==> src/rtl/trace_capture_buffer_pkg.sv <==
// Shared types and decode masks for the retire-trace capture buffer.
// Masks use '?' wildcards and are compared with ==?.
package trace_capture_buffer_pkg;

  typedef enum logic [2:0] {
    CLS_ALU    = 3'd0,
    CLS_MULDIV = 3'd1,
    CLS_LOAD   = 3'd2,
    CLS_STORE  = 3'd3,
    CLS_BRANCH = 3'd4,
    CLS_JUMP   = 3'd5,
    CLS_SYSTEM = 3'd6,
    CLS_OTHER  = 3'd7
  } trace_class_e;

  typedef enum logic [1:0] {
    MODE_STREAM = 2'd0,
    MODE_RING   = 2'd1,
    MODE_TRIG   = 2'd2,
    MODE_RSVD   = 2'd3
  } trace_mode_e;

  typedef enum logic [1:0] {
    TRIG_IDLE   = 2'd0,
    TRIG_ARMED  = 2'd1,
    TRIG_POST   = 2'd2,
    TRIG_FROZEN = 2'd3
  } trig_state_e;

  typedef struct packed {
    logic [31:0]  pc;
    logic [31:0]  insn;
    logic [31:0]  wdata;
    logic [4:0]   rd;
    trace_class_e cls;
  } trace_entry_t;

  localparam logic [31:0] MSK_MULDIV =
    32'b0000001_?????_?????_???_?????_0110011;
  localparam logic [31:0] MSK_OP =
    32'b???????_?????_?????_???_?????_0110011;
  localparam logic [31:0] MSK_OP_IMM =
    32'b????????????_?????_???_?????_0010011;
  localparam logic [31:0] MSK_LUI =
    32'b????????????????????_?????_0110111;
  localparam logic [31:0] MSK_AUIPC =
    32'b????????????????????_?????_0010111;
  localparam logic [31:0] MSK_LOAD =
    32'b????????????_?????_???_?????_0000011;
  localparam logic [31:0] MSK_STORE =
    32'b???????_?????_?????_???_?????_0100011;
  localparam logic [31:0] MSK_BRANCH =
    32'b???????_?????_?????_???_?????_1100011;
  localparam logic [31:0] MSK_JAL =
    32'b????????????????????_?????_1101111;
  localparam logic [31:0] MSK_JALR =
    32'b????????????_?????_000_?????_1100111;
  // CSR ops: funct3 x01 and x1x (001,101,010,011,110,111)
  localparam logic [31:0] MSK_CSR_A =
    32'b????????????_?????_?01_?????_1110011;
  localparam logic [31:0] MSK_CSR_B =
    32'b????????????_?????_?1?_?????_1110011;
  localparam logic [31:0] MSK_ECALL  = 32'h0000_0073;
  localparam logic [31:0] MSK_EBREAK = 32'h0010_0073;
  localparam logic [31:0] MSK_MRET   = 32'h3020_0073;
  localparam logic [31:0] MSK_DRET   = 32'h7b20_0073;
  localparam logic [31:0] MSK_WFI    = 32'h1050_0073;
  localparam logic [31:0] MSK_FENCE =
    32'b????????????_?????_000_?????_0001111;
  localparam logic [31:0] MSK_FENCE_I =
    32'b????????????_?????_001_?????_0001111;

  function automatic logic overwrites(
    input trace_mode_e m
  );
    return (m == MODE_RING) || (m == MODE_TRIG);
  endfunction

endpackage

==> src/rtl/trace_insn_classify.sv <==
// Combinational instruction classifier for the trace buffer.
// MULDIV is matched ahead of the generic OP pattern.
module trace_insn_classify
  import trace_capture_buffer_pkg::*;
(
  input  logic [31:0]  insn,
  output trace_class_e cls
);

  always_comb begin
    cls = CLS_OTHER;
    priority case (1'b1)
      (insn ==? MSK_MULDIV):  cls = CLS_MULDIV;
      (insn ==? MSK_OP):      cls = CLS_ALU;
      (insn ==? MSK_OP_IMM):  cls = CLS_ALU;
      (insn ==? MSK_LUI):     cls = CLS_ALU;
      (insn ==? MSK_AUIPC):   cls = CLS_ALU;
      (insn ==? MSK_LOAD):    cls = CLS_LOAD;
      (insn ==? MSK_STORE):   cls = CLS_STORE;
      (insn ==? MSK_BRANCH):  cls = CLS_BRANCH;
      (insn ==? MSK_JAL):     cls = CLS_JUMP;
      (insn ==? MSK_JALR):    cls = CLS_JUMP;
      (insn ==? MSK_CSR_A):   cls = CLS_SYSTEM;
      (insn ==? MSK_CSR_B):   cls = CLS_SYSTEM;
      (insn ==? MSK_ECALL):   cls = CLS_SYSTEM;
      (insn ==? MSK_EBREAK):  cls = CLS_SYSTEM;
      (insn ==? MSK_MRET):    cls = CLS_SYSTEM;
      (insn ==? MSK_DRET):    cls = CLS_SYSTEM;
      (insn ==? MSK_WFI):     cls = CLS_SYSTEM;
      (insn ==? MSK_FENCE):   cls = CLS_SYSTEM;
      (insn ==? MSK_FENCE_I): cls = CLS_SYSTEM;
      default:                cls = CLS_OTHER;
    endcase
  end

endmodule

==> src/rtl/trace_capture_buffer.sv <==
// Retire-trace capture buffer: classify, filter, store, drain.
// Stream, ring and trigger capture modes with a lost-entry counter.
module trace_capture_buffer
  import trace_capture_buffer_pkg::*;
#(
  parameter int DEPTH     = 16,
  parameter int POST_TRIG = 8,
  parameter int DROP_W    = 16
) (
  input  logic                   clk_i,
  input  logic                   rst_ni,
  input  logic                   ret_valid_i,
  input  logic [31:0]            ret_pc_i,
  input  logic [31:0]            ret_insn_i,
  input  logic [31:0]            ret_wdata_i,
  input  logic [4:0]             ret_rd_i,
  input  logic [1:0]             mode_i,
  input  logic [7:0]             class_en_i,
  input  logic [31:0]            trig_pc_i,
  input  logic                   arm_i,
  input  logic                   flush_i,
  output logic                   out_valid_o,
  input  logic                   out_ready_i,
  output logic [31:0]            out_pc_o,
  output logic [31:0]            out_insn_o,
  output logic [31:0]            out_wdata_o,
  output logic [4:0]             out_rd_o,
  output logic [2:0]             out_class_o,
  output logic [$clog2(DEPTH):0] count_o,
  output logic [DROP_W-1:0]      drop_cnt_o,
  output logic [1:0]             trig_state_o
);

  localparam int PW = $clog2(DEPTH);
  localparam int CW = PW + 1;
  localparam logic [PW-1:0] PTR_ONE = PW'(1);
  localparam logic [CW-1:0] CNT_ONE = CW'(1);
  localparam logic [CW-1:0] CNT_FULL = CW'(DEPTH);
  localparam logic [PW-1:0] POST_LD = PW'(POST_TRIG);

  trace_entry_t mem [DEPTH];
  trace_entry_t head;
  trace_entry_t wentry;
  trace_class_e cls;
  trace_mode_e  mode;
  trig_state_e  state_q, state_d;

  logic [PW-1:0]     wr_ptr, rd_ptr;
  logic [PW-1:0]     post_q, post_d;
  logic [CW-1:0]     count;
  logic [DROP_W-1:0] drop;

  logic full, ovw, cap_en;
  logic push, pop, wr_en, rd_adv;
  logic cnt_inc, cnt_dec, drop_inc;
  logic trig_hit;

  trace_insn_classify u_classify (
    .insn (ret_insn_i),
    .cls  (cls)
  );

  assign mode   = trace_mode_e'(mode_i);
  assign ovw    = overwrites(mode);
  assign full   = (count == CNT_FULL);
  assign cap_en = (state_q != TRIG_FROZEN);

  assign out_valid_o = (count != '0);

  assign push = ret_valid_i & class_en_i[cls]
              & cap_en & ~flush_i;
  assign pop  = out_valid_o & out_ready_i & ~flush_i;

  // Full + push without pop: ring/trigger evict the head
  assign wr_en    = push & (~full | pop | ovw);
  assign rd_adv   = pop | (push & full & ~pop & ovw);
  assign cnt_inc  = push & ~full & ~pop;
  assign cnt_dec  = pop & ~push;
  assign drop_inc = push & full & ~pop;
  assign trig_hit = push & (ret_pc_i == trig_pc_i);

  assign wentry = '{
    pc:    ret_pc_i,
    insn:  ret_insn_i,
    wdata: ret_wdata_i,
    rd:    ret_rd_i,
    cls:   cls
  };

  always_ff @(posedge clk_i) begin
    if (wr_en) mem[wr_ptr] <= wentry;
  end

  always_ff @(posedge clk_i or negedge rst_ni) begin
    if (!rst_ni) begin
      wr_ptr <= '0;
      rd_ptr <= '0;
      count  <= '0;
      drop   <= '0;
    end else if (flush_i) begin
      wr_ptr <= '0;
      rd_ptr <= '0;
      count  <= '0;
      drop   <= '0;
    end else begin
      if (wr_en)  wr_ptr <= wr_ptr + PTR_ONE;
      if (rd_adv) rd_ptr <= rd_ptr + PTR_ONE;
      if (cnt_inc)      count <= count + CNT_ONE;
      else if (cnt_dec) count <= count - CNT_ONE;
      if (drop_inc && (drop != '1))
        drop <= drop + DROP_W'(1);
    end
  end

  always_ff @(posedge clk_i or negedge rst_ni) begin
    if (!rst_ni) begin
      state_q <= TRIG_IDLE;
      post_q  <= '0;
    end else begin
      state_q <= state_d;
      post_q  <= post_d;
    end
  end

  always_comb begin
    state_d = state_q;
    post_d  = post_q;
    if (flush_i || (mode != MODE_TRIG)) begin
      state_d = TRIG_IDLE;
      post_d  = '0;
    end else begin
      unique case (state_q)
        TRIG_IDLE: begin
          if (arm_i) state_d = TRIG_ARMED;
        end
        TRIG_ARMED: begin
          if (trig_hit) begin
            if (POST_TRIG == 0) begin
              state_d = TRIG_FROZEN;
            end else begin
              state_d = TRIG_POST;
              post_d  = POST_LD;
            end
          end
        end
        TRIG_POST: begin
          if (push) begin
            post_d = post_q - PTR_ONE;
            if (post_q == PTR_ONE)
              state_d = TRIG_FROZEN;
          end
        end
        TRIG_FROZEN: begin
          if (arm_i) state_d = TRIG_ARMED;
        end
        default: state_d = TRIG_IDLE;
      endcase
    end
  end

  // Empty buffer shows zeros rather than stale array contents
  assign head = out_valid_o ? mem[rd_ptr] : '0;

  assign out_pc_o     = head.pc;
  assign out_insn_o   = head.insn;
  assign out_wdata_o  = head.wdata;
  assign out_rd_o     = head.rd;
  assign out_class_o  = head.cls;
  assign count_o      = count;
  assign drop_cnt_o   = drop;
  assign trig_state_o = state_q;

endmodule

==> config.mk <==
export PLATFORM = sky130hd
export DESIGN_NAME = trace_capture_buffer
export DESIGN_NICKNAME = d
export VERILOG_FILES = /design/src/rtl/trace_capture_buffer_pkg.sv /design/src/rtl/trace_insn_classify.sv /design/src/rtl/trace_capture_buffer.sv
export SDC_FILE = /design/constraint.sdc
export NUM_CORES = 1
export LEC_CHECK = 0
export ABC_AREA = 1
export CORE_MARGIN = 3
export CORE_UTILIZATION = 45
export CTS_BUF_LIST = sky130_fd_sc_hd__clkbuf_4
export DETAILED_ROUTE_END_ITERATION = 10
export DONT_BUFFER_PORTS = 1
export GPL_ROUTABILITY_DRIVEN = 0
export HOLD_SLACK_MARGIN = 0.1
export PLACE_DENSITY = 0.72
export RECOVER_POWER = 25
export SKIP_LAST_GASP = 1
export SYNTH_ARGS = -nofsm -noshare
export SYNTH_HDL_FRONTEND = slang
export SYNTH_SLANG_ARGS = --single-unit
==> constraint.sdc <==
create_clock -name clk_i -period 15.5 [get_ports clk_i]
set_input_delay 3.1 -clock clk_i [delete_from_list [all_inputs] [get_ports clk_i]]
set_output_delay 3.1 -clock clk_i [all_outputs]
set_load 0.02 [all_outputs]
==> results.json <==
{
  "status": "completed",
  "area_growth_pct": 10.5,
  "drt_iter0_drc": 5009,
  "start_util_pct": 45.4,
  "maxSlewViolCount": 0,
  "yosys_register_bits": 1699,
  "relSlewSlack_pct": 3.57,
  "power.density_nw_per_um2": 149,
  "hold-worst-slack_ns": 0.533,
  "period_needed_ns": 9.27,
  "cts_hold_buf": 0,
  "num_rows": 141,
  "setup_viol_count_final": 0,
  "cts_sinks": 1699,
  "hp-class": "reg2reg",
  "yosysSeqAreaShare_pct": 75.7,
  "synth_top_area_share_pct": 74.4,
  "p_leak_nw": 23.8,
  "mostFrequentLayoutCells": "edfxtp_1 (1664), nor2_1 (876), o21ai_0 (843)",
  "cp_slowest_cell": "buf_4",
  "grt_pass1_vias": 43196,
  "synth_ff_type": "edfxtp_1",
  "avgSynthCellArea_um2": 13.7,
  "path_max_fanout": 254,
  "worst_pin_slew_ns": 1.45,
  "place_area_um2": 69000,
  "ys.warnings.count": 0,
  "n_fill_cell": 12346,
  "vias": 43731,
  "coreArea_um2": 148000,
  "synth_edf_count": 1664,
  "layout.nets": 5215,
  "async_reset_ff_share_pct": 2.06,
  "track_usage_pct": 22.9,
  "cts_tree": "built",
  "finalClockSkew_ns": 0.125,
  "layout-drive-gt1-share_pct": 14.3,
  "yosysUniqueCellTypes": 43,
  "period_share_pct": 59.8,
  "die_w_um": 392,
  "htree_levels": 5,
  "ios": 277,
  "fmax_mhz": 108,
  "synth_nets": 5079,
  "portBuffers": 0,
  "via_per_inst": 5.99,
  "hold_violations": 0,
  "yosysTopAreaCell": "edfxtp_1",
  "start_kind": "flop",
  "cp.arrival_ns": 6.17,
  "ys_top_cells_by_area": "edfxtp_1 (74%), o21ai_0 (6.3%), nor2_1 (5.0%), o221ai_1 (3.6%), clkbuf_1 (2.0%)",
  "worstSkewPairLatency_ns": 1.31,
  "grt_pass1_wl_um": 266000,
  "clockRootBuffer": "clkbuf_4",
  "rsz0062_at_grt": "false",
  "firstDrtPassIters": 5,
  "hpwl_um": 90200,
  "clk_pin_slew_ns": 0.06,
  "numCtsBuffers": 430,
  "endpoint_kind": "output pin",
  "die-area_um2": 154000,
  "wl_per_cell_um": 24.5,
  "die_y_um": 392,
  "syn_area_um2": 67200,
  "worstPathCellList": "inv_8 -> buf_12 -> buf_4 -> o21ai_0 -> o221ai_1 -> nand3_1 -> a21oi_1",
  "totalWireLength_um": 179000,
  "cts_setup_buffers": 0,
  "crit_required_ns": 12.40,
  "cts_max_path_buffers": 4,
  "multi_input_area_um2": 14800,
  "design_area_um2": 74200,
  "grt-ovfl-total": 0,
  "detail-route-antenna-nets": 0,
  "grt_max_degree": 255,
  "cts.repair.resized": 0,
  "max-cap-violations": 0,
  "antenna_found_initial": 8,
  "cpPeakStageDelay_ns": 1.00,
  "netlist_instances": 4912,
  "layout_commonest_cell": "edfxtp_1",
  "max-vdd-ir-drop_uv": 141,
  "regArea_um2": 50900,
  "worst-setup-path-type": "reg2out",
  "tns_ns": 0,
  "post-route-drc-count": 0
}
==> final timing paths <==
check / startpoint / to / slack, ns / cells past startpoint
worst min register to register: post_q[3] / post_q[3] / 0.53 / 2
min in group asynchronous: rst_ni / wr_ptr[1] / 1.48 / 0
worst min-delay path: post_q[3] / post_q[3] / 0.53 / 2
max in group asynchronous: rst_ni / drop_cnt_o[1] / 13.85 / 0
worst max-delay path: rd_ptr[0] / out_wdata_o[0] / 6.23 / 7
worst max register to register: count_o[0] / mem[2][72] / 9.49 / 13
==> worst max-delay path: cells and delay by family (launching register included) <==
family | cells | cell delay, ns
flip-flops | 1 | 0.72
AO/OA/AOI/OAI | 3 | 1.12
AND/OR/NAND/NOR | 1 | 0.16
buffers and inverters | 3 | 2.40
==> kinds of logic (layout without fill, tap and decap cells) <==
group / count (synthesis) / after routing / synth area share [%]
simple gates: 1180 / 1180 / 7.11
buf+inv: 442 / 888 / 2.48
xor+xnor: 48 / 48 / 0.626
fa+ha+maj: 18 / 18 / 0.346
other cells: 0 / 15 / 0
compound gates: 1525 / 1525 / 13.7
flops: 1699 / 1699 / 75.7
==> layout make-up <==
class,instances,area share [%]
multi-input cells,2771,19.9
diodes,15,0.0506
clock buffers,629,6.36
flip-flops and latches,1699,68.5
inverters,79,0.433
well taps,1930,3.25
clock inverters,113,0.649
repair buffers,67,0.812
==> where the power goes <==
| part | switching, W | internal (W) |
|---|---|---|
| Combinational | 0.00188 | 0.000482 |
| Clock | 0.00173 | 0.00186 |
| Sequential | 0.0000514 | 0.00507 |
| Total | 0.00366 | 0.00742 |
==> stage by stage <==
| stage | std cells | util (%) | worst slack (ns) | total power (W) |
|---|---|---|---|---|
| 2_1_floorplan | 4912 | - | 5.73 | 0.00683 |
| 3_3_place_gp | 6546 | 46.6 | 7.01 | 0.00755 |
| 3_5_place_dp | 6546 | 46.6 | 6.96 | 0.00759 |
| 4_1_cts | 7288 | 50.1 | 6.24 | 0.0112 |
| 5_1_grt | 7300 | 50.1 | 5.82 | 0.0116 |
| 6_report | 7303 | 50.2 | 6.23 | 0.0111 |
==> sequential cells by signal, summed over array words and instances, names as in the netlist <==
register / cells
drop_cnt_o: 16
trig_state_o: 2
post_q: 4
rd_ptr: 4
wr_ptr: 4
count_o: 5
mem: 1664
==> per-layer routing <==
| layer | track usage, % | share of wire (%) | wire (µm) | up-vias |
|---|---|---|---|---|
| met3 | 5.23 | 8.8 | 15800 | 362 |
| met5 | 0 | 0 | 0 | - |
| met2 | 38.7 | 50 | 90300 | 2264 |
| met4 | 9.34 | 3.2 | 5810 | 0 |
| li1 | - | - | - | 19349 |
| met1 | 28.5 | 38 | 67300 | 21756 |
==> cells in the mapped netlist (2+ instances only) <==
master    instances
nand3b_1          3
ha_1             17
clkbuf_1        355
buf_2             2
buf_1             5
nand3_1         111
xor2_1           28
nor4_1            6
nor3b_1           2
or4_1             2
nand2_2           3
o41ai_1           2
nor2_1          894
nand4_1          33
nand2_1         103
dfrtp_1          35
nor2_2            2
edfxtp_1       1664
o211ai_1        139
o21ai_0         843
inv_1            72
nor3_1           11
o221ai_1        277
a21oi_1         111
a21oi_2           2
or2_2             4
inv_2             4
o22ai_1         139
xnor2_1          20
o21ai_1           7
nand3_2           2
clkinv_1          3
Power figures use the tool's default switching activity.
